## config.mk

```make
export PLATFORM = sky130hd
export DESIGN_NAME = layer_feeder
export DESIGN_NICKNAME = d
export VERILOG_FILES = /design/src/rtl/nn_pkg.sv /design/src/rtl/act_buffer.sv /design/src/rtl/layer_feeder.sv
export SDC_FILE = /design/constraint.sdc
export NUM_CORES = 2
export LEC_CHECK = 0
export BUFFER_PORTS_ARGS = -buffer_cell sky130_fd_sc_hd__buf_2
export CORE_ASPECT_RATIO = 1.5
export CORE_UTILIZATION = 40
export DETAILED_ROUTE_END_ITERATION = 10
export PLACE_DENSITY = 0.61
export SYNTH_ARGS = -nofsm -noshare
export SYNTH_HDL_FRONTEND = slang
export SYNTH_SLANG_ARGS = --single-unit
```

## constraint.sdc

```tcl
create_clock -name clk -period 3.7 [get_ports clk]
set_input_delay 0.185 -clock clk [delete_from_list [all_inputs] [get_ports clk]]
set_output_delay 0.185 -clock clk [all_outputs]
set_load 0.1 [all_outputs]
```

## src/rtl/nn_pkg.sv

```systemverilog
// ---------------------------------------------------------------------------
// nn_pkg
// Shared definitions for the neuron-layer datapath: default layer geometry,
// the neuron result width and the layer_feeder sequencer state encoding.
// ---------------------------------------------------------------------------
package nn_pkg;

  // Default layer geometry (overridable per instance)
  localparam int DEF_IN_WIDTH    = 4;
  localparam int DEF_NUM_INPUTS  = 784;
  localparam int DEF_NUM_NEURONS = 32;

  // Width of one neuron's quantised output
  localparam int RESULT_W = 4;

  typedef enum logic [1:0] {
    IDLE  = 2'd0,
    ISSUE = 2'd1,
    DRAIN = 2'd2
  } feeder_state_t;

endpackage

```

## src/rtl/act_buffer.sv

```systemverilog
// ---------------------------------------------------------------------------
// act_buffer
// Local activation store for one layer: DEPTH x WIDTH, one write port and one
// synchronous read port with 1-cycle read latency. Contents are never
// cleared by reset; only the read-data register is.
//
// Ports
//   clk, rst      clock, synchronous active-high reset (read register only)
//   i_wr_en       write strobe
//   i_wr_addr     write address; addresses >= DEPTH are dropped
//   i_wr_data     write data
//   i_rd_en       read strobe
//   i_rd_addr     read address
//   o_rd_data     read data, valid the cycle after i_rd_en, held otherwise
// ---------------------------------------------------------------------------
module act_buffer
  import nn_pkg::*;
#(
  parameter  int WIDTH = DEF_IN_WIDTH,
  parameter  int DEPTH = DEF_NUM_INPUTS,
  localparam int AW    = $clog2(DEPTH)
) (
  input  logic             clk,
  input  logic             rst,
  input  logic             i_wr_en,
  input  logic [AW-1:0]    i_wr_addr,
  input  logic [WIDTH-1:0] i_wr_data,
  input  logic             i_rd_en,
  input  logic [AW-1:0]    i_rd_addr,
  output logic [WIDTH-1:0] o_rd_data
);

  logic [WIDTH-1:0] r_mem [DEPTH];
  logic [WIDTH-1:0] r_rd_data;

  // Storage array; the address range check matters when DEPTH is not a
  // power of two and the address bus can encode rows that do not exist.
  always_ff @(posedge clk) begin
    if (i_wr_en && (int'(i_wr_addr) < DEPTH)) begin
      r_mem[i_wr_addr] <= i_wr_data;
    end
  end

  // Registered read port; holds its value between reads so the consumer
  // sees a stable activation when no pair is in flight.
  always_ff @(posedge clk) begin
    if (rst) begin
      r_rd_data <= '0;
    end else if (i_rd_en) begin
      r_rd_data <= r_mem[i_rd_addr];
    end
  end

  assign o_rd_data = r_rd_data;

endmodule

```

## src/rtl/layer_feeder.sv

```systemverilog
// ---------------------------------------------------------------------------
// layer_feeder
// Sequencer upstream of a single shared neuron. Buffers one layer's input
// activations, reads weights from an external synchronous weight memory,
// streams (activation, weight) pairs at one pair per cycle for NUM_NEURONS
// consecutive neurons, and writes each neuron's result to an output port.
//
// Optional feature: define LAYER_FEEDER_PAUSE_EN to add the i_pause input,
// which stalls weight/activation issue while high in the ISSUE state.
//
// Ports
//   clk, rst             clock, synchronous active-high reset
//   i_act_wr_en/addr/data activation buffer write port (ignored while busy)
//   i_start              1-cycle pulse starting a layer (ignored while busy)
//   i_pause              issue stall (LAYER_FEEDER_PAUSE_EN builds only)
//   o_busy               high from the cycle after start through o_done
//   o_done               1-cycle pulse with the final result write
//   o_w_rd_en/addr       weight memory read, address n*NUM_INPUTS + i
//   i_w_rd_data          weight, valid the cycle after o_w_rd_en
//   o_nrn_data/weight    pair to the neuron, held while o_nrn_valid is low
//   o_nrn_valid          pair valid to the neuron
//   i_nrn_result/_valid  neuron output
//   o_out_wr_en/addr/data result write port (address = neuron index)
// ---------------------------------------------------------------------------
module layer_feeder
  import nn_pkg::*;
#(
  parameter  int IN_WIDTH    = DEF_IN_WIDTH,
  parameter  int NUM_INPUTS  = DEF_NUM_INPUTS,
  parameter  int NUM_NEURONS = DEF_NUM_NEURONS,
  localparam int A_W         = $clog2(NUM_INPUTS),
  localparam int N_W         = $clog2(NUM_NEURONS),
  localparam int W_W         = $clog2(NUM_INPUTS * NUM_NEURONS)
) (
  input  logic                clk,
  input  logic                rst,
  input  logic                i_act_wr_en,
  input  logic [A_W-1:0]      i_act_wr_addr,
  input  logic [IN_WIDTH-1:0] i_act_wr_data,
  input  logic                i_start,
`ifdef LAYER_FEEDER_PAUSE_EN
  input  logic                i_pause,
`endif
  output logic                o_busy,
  output logic                o_done,
  output logic                o_w_rd_en,
  output logic [W_W-1:0]      o_w_rd_addr,
  input  logic [IN_WIDTH-1:0] i_w_rd_data,
  output logic [IN_WIDTH-1:0] o_nrn_data,
  output logic [IN_WIDTH-1:0] o_nrn_weight,
  output logic                o_nrn_valid,
  input  logic [RESULT_W-1:0] i_nrn_result,
  input  logic                i_nrn_result_valid,
  output logic                o_out_wr_en,
  output logic [N_W-1:0]      o_out_wr_addr,
  output logic [RESULT_W-1:0] o_out_wr_data
);

  localparam logic [A_W-1:0] I_LAST = A_W'(NUM_INPUTS - 1);
  localparam logic [N_W-1:0] N_LAST = N_W'(NUM_NEURONS - 1);

  feeder_state_t       r_state;
  logic [A_W-1:0]      r_i;
  logic [N_W-1:0]      r_n;
  logic [W_W-1:0]      r_w_addr;
  logic                r_busy;
  logic                r_done;
  logic                r_nrn_valid;
  logic [IN_WIDTH-1:0] r_weight_hold;
  logic [N_W-1:0]      r_res_cnt;
  logic                r_out_wr_en;
  logic [N_W-1:0]      r_out_wr_addr;
  logic [RESULT_W-1:0] r_out_wr_data;

  logic                w_pause;
  logic                w_issue;
  logic                w_last_issue;
  logic                w_res_accept;
  logic                w_act_wr_en;
  logic [IN_WIDTH-1:0] w_buf_rd_data;

`ifdef LAYER_FEEDER_PAUSE_EN
  assign w_pause = i_pause;
`else
  assign w_pause = 1'b0;
`endif

  // A read is issued combinationally so that a pause seen in a cycle
  // suppresses that very cycle's read.
  assign w_issue      = (r_state == ISSUE) && !w_pause;
  assign w_last_issue = w_issue && (r_i == I_LAST) && (r_n == N_LAST);

  // Results are counted in ISSUE too: earlier neurons finish while later
  // neurons are still being streamed.
  assign w_res_accept = i_nrn_result_valid && (r_state != IDLE);

  // The buffer is frozen for the whole busy window, including the done cycle.
  assign w_act_wr_en  = i_act_wr_en && !r_busy;

  act_buffer #(
    .WIDTH (IN_WIDTH),
    .DEPTH (NUM_INPUTS)
  ) u_act_buffer (
    .clk       (clk),
    .rst       (rst),
    .i_wr_en   (w_act_wr_en),
    .i_wr_addr (i_act_wr_addr),
    .i_wr_data (i_act_wr_data),
    .i_rd_en   (w_issue),
    .i_rd_addr (r_i),
    .o_rd_data (w_buf_rd_data)
  );

  // Layer sequencer. busy stays high through the done cycle (state is
  // already IDLE then) and drops one cycle later, so a start coinciding
  // with done is still treated as arriving while busy.
  always_ff @(posedge clk) begin
    if (rst) begin
      r_state  <= IDLE;
      r_i      <= '0;
      r_n      <= '0;
      r_w_addr <= '0;
      r_busy   <= 1'b0;
      r_done   <= 1'b0;
    end else begin
      r_done <= 1'b0;
      case (r_state)
        IDLE: begin
          if (i_start && !r_busy) begin
            r_state <= ISSUE;
            r_busy  <= 1'b1;
          end else begin
            r_busy  <= 1'b0;
          end
        end
        ISSUE: begin
          if (w_issue) begin
            r_w_addr <= w_last_issue ? '0 : r_w_addr + W_W'(1);
            if (r_i == I_LAST) begin
              r_i <= '0;
              r_n <= (r_n == N_LAST) ? '0 : r_n + N_W'(1);
            end else begin
              r_i <= r_i + A_W'(1);
            end
            if (w_last_issue) begin
              r_state <= DRAIN;
            end
          end
        end
        DRAIN: begin
          if (w_res_accept && (r_res_cnt == N_LAST)) begin
            r_state <= IDLE;
            r_done  <= 1'b1;
          end
        end
        default: r_state <= IDLE;
      endcase
    end
  end

  // Issue-to-pair pipeline stage. The weight memory output is only valid
  // for one cycle, so its value is captured while a pair is live and
  // replayed afterwards to keep o_nrn_weight stable.
  always_ff @(posedge clk) begin
    if (rst) begin
      r_nrn_valid   <= 1'b0;
      r_weight_hold <= '0;
    end else begin
      r_nrn_valid <= w_issue;
      if (r_nrn_valid) begin
        r_weight_hold <= i_w_rd_data;
      end
    end
  end

  // Result capture. The counter wraps to 0 after the last neuron, so it is
  // ready for the next layer without an explicit clear on start.
  always_ff @(posedge clk) begin
    if (rst) begin
      r_res_cnt     <= '0;
      r_out_wr_en   <= 1'b0;
      r_out_wr_addr <= '0;
      r_out_wr_data <= '0;
    end else begin
      r_out_wr_en <= w_res_accept;
      if (w_res_accept) begin
        r_out_wr_addr <= r_res_cnt;
        r_out_wr_data <= i_nrn_result;
        r_res_cnt     <= (r_res_cnt == N_LAST) ? '0 : r_res_cnt + N_W'(1);
      end
    end
  end

  assign o_busy        = r_busy;
  assign o_done        = r_done;
  assign o_w_rd_en     = w_issue;
  assign o_w_rd_addr   = r_w_addr;
  assign o_nrn_valid   = r_nrn_valid;
  assign o_nrn_data    = w_buf_rd_data;
  assign o_nrn_weight  = r_nrn_valid ? i_w_rd_data : r_weight_hold;
  assign o_out_wr_en   = r_out_wr_en;
  assign o_out_wr_addr = r_out_wr_addr;
  assign o_out_wr_data = r_out_wr_data;

endmodule

```

==> impl_metrics.json <==
{
  "synth_area_per_cell_um2": 19.2,
  "dpl.cell_count": 11000,
  "grt_overflow": 0,
  "drt_iter0_markers": 9863,
  "synth_warnings": 0,
  "rows": 252,
  "drtPass1Iterations": 7,
  "r2r-end": "u_act_buffer.o_rd_data[0]$_SDFFE_PP0P_",
  "worstHoldEndpoint": "o_done$_SDFF_PP0_",
  "maxCapViolCount": 0,
  "antenna_found_initial": 39,
  "routedWlPerCell_um": 35.5,
  "netlist_instances": 6601,
  "skew_ps": 46.9,
  "final_cells": 11600,
  "ir_worst_vdd_uv": 342,
  "p_leak_nw": 44.4,
  "cp.arrival_ps": 4730,
  "tightestPinTransition_ps": 1370,
  "finalHoldViolations": 0,
  "die-height_um": 691,
  "pwr_density_cell_nw_per_um2": 509,
  "ys_seq_elements": 3194,
  "path_clk_slew_ps": 70,
  "drv_slew": 0,
  "grt_pass1_vias": 70500,
  "drc": 0,
  "setup_tns_ps": -300,
  "postLayoutSetupSlackWorst_ps": -218,
  "criticalPathCategory": "reg2reg",
  "min_path_type": "in2reg",
  "holdWs_ps": 55.1,
  "insertion_delay_ps": 950,
  "r2r_setup_slack_ps": -220,
  "start_util_pct": 40.2,
  "io_pins": 64,
  "regToRegStartpoint": "r_i[0]$_SDFFE_PP0P_",
  "grt_max_degree": 130,
  "cp-start-kind": "register",
  "critPathMaxFanout": 7,
  "num_vias": 70500,
  "fp.dieArea_um2": 318000,
  "cts_max_level": 5,
  "synth-async-reset-ratio_pct": 0,
  "synth_edf_count": 3136,
  "fmax_ghz": 0.255,
  "rsz0062_at_grt": "true",
  "cts-root-buf": "clkbuf_16",
  "syn_to_final_growth_pct": 15.5,
  "min_from": "i_nrn_result_valid",
  "cts_tree": "done",
  "grt_pass1_wl_um": 563000,
  "fillerInstances": 26200,
  "finalCriticalPeriod_ps": 3920,
  "gp_congestion": 0.968,
  "setup-violations-final": 2,
  "die_w_um": 461,
  "final_common_cell": "edfxtp_1",
  "final_cell_mix": "edfxtp_1, nor2_1, mux4_2",
  "crit_required_ps": 4520,
  "clock_path_buffers": 4,
  "synth_area_um2": 126000,
  "hpwl_um": 270000,
  "slew_headroom_pct": 7.91,
  "syn_nets": 6634,
  "outcome": "finished with violations",
  "crit_path_end_kind": "register",
  "post-route-period-util_pct": 106,
  "violations": "setup timing",
  "clock-sinks": 3194,
  "yosysSeqAreaShare_pct": 75.4,
  "numCtsBuffers": 290,
  "post-route-util_pct": 46.4,
  "grt_usage_pct": 25.5,
  "port_buffers": 63,
  "min_path_cells": 3,
  "drive_gt1_share_pct": 25.9,
  "core_area_um2": 314000,
  "ys.flop_type": "edfxtp_1",
  "ys_types": 71,
  "rr_worst_depth": 14,
  "wirelength_um": 411000,
  "antenna_left": 0,
  "nets": 7183,
  "viasPerCell": 6.08
}
worst max-delay path, cell delays in order, from the launching register on:
cell and delay (ps):
dfxtp_4 410, buf_12 190, buf_16 180, buf_12 150, buf_12 110, mux4_2 490
nand2_1 90, and3_2 240, a2111oi_0 120, buf_4 200, a311oi_2 250, nand4_1 670
buf_4 390, o221ai_2 130, o211ai_1 100
synth_stat cells, types with 12 or more instances:
library cell	count	area, µm²
mux2_2	25	282
buf_1	34	128
mux4_2	704	15900
nor2_1	881	3310
and2_1	16	100
a31oi_1	19	119
o221ai_1	32	280
edfxtp_1	3136	94200
nor3_1	40	200
a211oi_1	17	128
o22ai_1	43	269
nor2b_1	29	181
dfxtp_1	58	1160
buf_2	99	495
a22oi_1	88	661
nand3_1	58	290
a221oi_1	48	420
clkbuf_1	216	811
a21oi_1	120	601
buf_4	53	398
o21ai_0	57	285
buf_6	48	541
mux2i_1	296	2960
nand2b_1	15	93.8
and3_1	16	100
xor2_1	13	114
a22o_1	12	105
nand2_1	230	863
o211ai_1	25	188
nand4_1	22	138
flip-flops by register name, summed over array words and instances, names as in the netlist:
| register | cells |
|---|---|
| o_w_rd_addr | 15 |
| o_out_wr_en | 1 |
| o_busy | 1 |
| r_res_cnt | 5 |
| o_done | 1 |
| o_out_wr_addr | 5 |
| r_weight_hold | 4 |
| r_i | 10 |
| u_act_buffer.o_rd_data | 4 |
| u_act_buffer.r_mem | 3136 |
| o_nrn_valid | 1 |
| r_state | 2 |
| o_out_wr_data | 4 |
| r_n | 5 |
through the flow:
step | area, µm² | worst slack [ps] | power (mW)
2_1_floorplan | 126000 | 995 | 42.7
3_3_place_gp | 136000 | -429 | 44.4
3_5_place_dp | 136000 | -431 | 44.5
4_1_cts | 146000 | -7.41 | 74.4
5_1_grt | 146000 | -124 | 75.8
6_report | 146000 | -218 | 74.3
metal layers:
layer,wire length [µm],track usage (%)
met4,30700,16.8
met5,249,0
met3,39400,5.26
met1,138000,30.0
met2,203000,42.2
cells by family (layout without fill, tap and decap cells):
kind of cell    after synthesis  in the layout  synth area share, %
fa+ha+maj                     6              6               0.0594
simple gates               1360           1360                 4.47
mux                        1026           1026                 15.1
compound gates              533            533                 2.91
xor+xnor                     22             22                0.152
other cells                   0             29                    0
flops                      3194           3194                 75.4
buf+inv                     460           1231                 1.91
repair_timing:
action,in CTS,in global routing
cloned,6,5
endpoints found under the hold margin,312,0
setup endpoints to repair,4,4
hold buffers,28,0
pin swaps,7,9
gates resized for setup,35,32
buffers inserted,17,8
how the worst max path moves through the flow:
stage,startpoint,slack (ps),end,depth (start not counted)
global placement,r_i[0]$_SDFFE_PP0P_,-430,u_act_buffer.o_rd_data[2]$_SDFFE_PP0P_,11
finish,r_i[0]$_SDFFE_PP0P_,-220,u_act_buffer.o_rd_data[0]$_SDFFE_PP0P_,14
global route,r_i[0]$_SDFFE_PP0P_,-120,u_act_buffer.o_rd_data[0]$_SDFFE_PP0P_,14
detailed placement,r_i[0]$_SDFFE_PP0P_,-430,u_act_buffer.o_rd_data[2]$_SDFFE_PP0P_,10
CTS,r_i[0]$_SDFFE_PP0P_,-7,u_act_buffer.o_rd_data[2]$_SDFFE_PP0P_,14
floorplan,r_i[0]$_SDFFE_PP0P_,990,u_act_buffer.o_rd_data[2]$_SDFFE_PP0P_,10
final cells by class:
cell class | instances | area [µm²] | share of cell area [%]
flip-flops and latches | 3194 | 95400 | 65.3
multi-input cells | 2947 | 29100 | 19.9
clock buffers | 352 | 7640 | 5.23
repair buffers | 707 | 6940 | 4.75
well taps | 4191 | 5240 | 3.59
clock inverters | 162 | 1600 | 1.10
diodes | 29 | 72.6 | 0.0497
inverters | 10 | 45.0 | 0.0308
where the power goes:
group / switching (mW) / internal [mW] / total, mW
sequential: 0.0367 / 39.7 / 39.7
clock: 13.5 / 16.8 / 30.4
combinational: 2.48 / 1.72 / 4.20
total: 16.1 / 58.2 / 74.3
(Power assumes the default switching activity.)
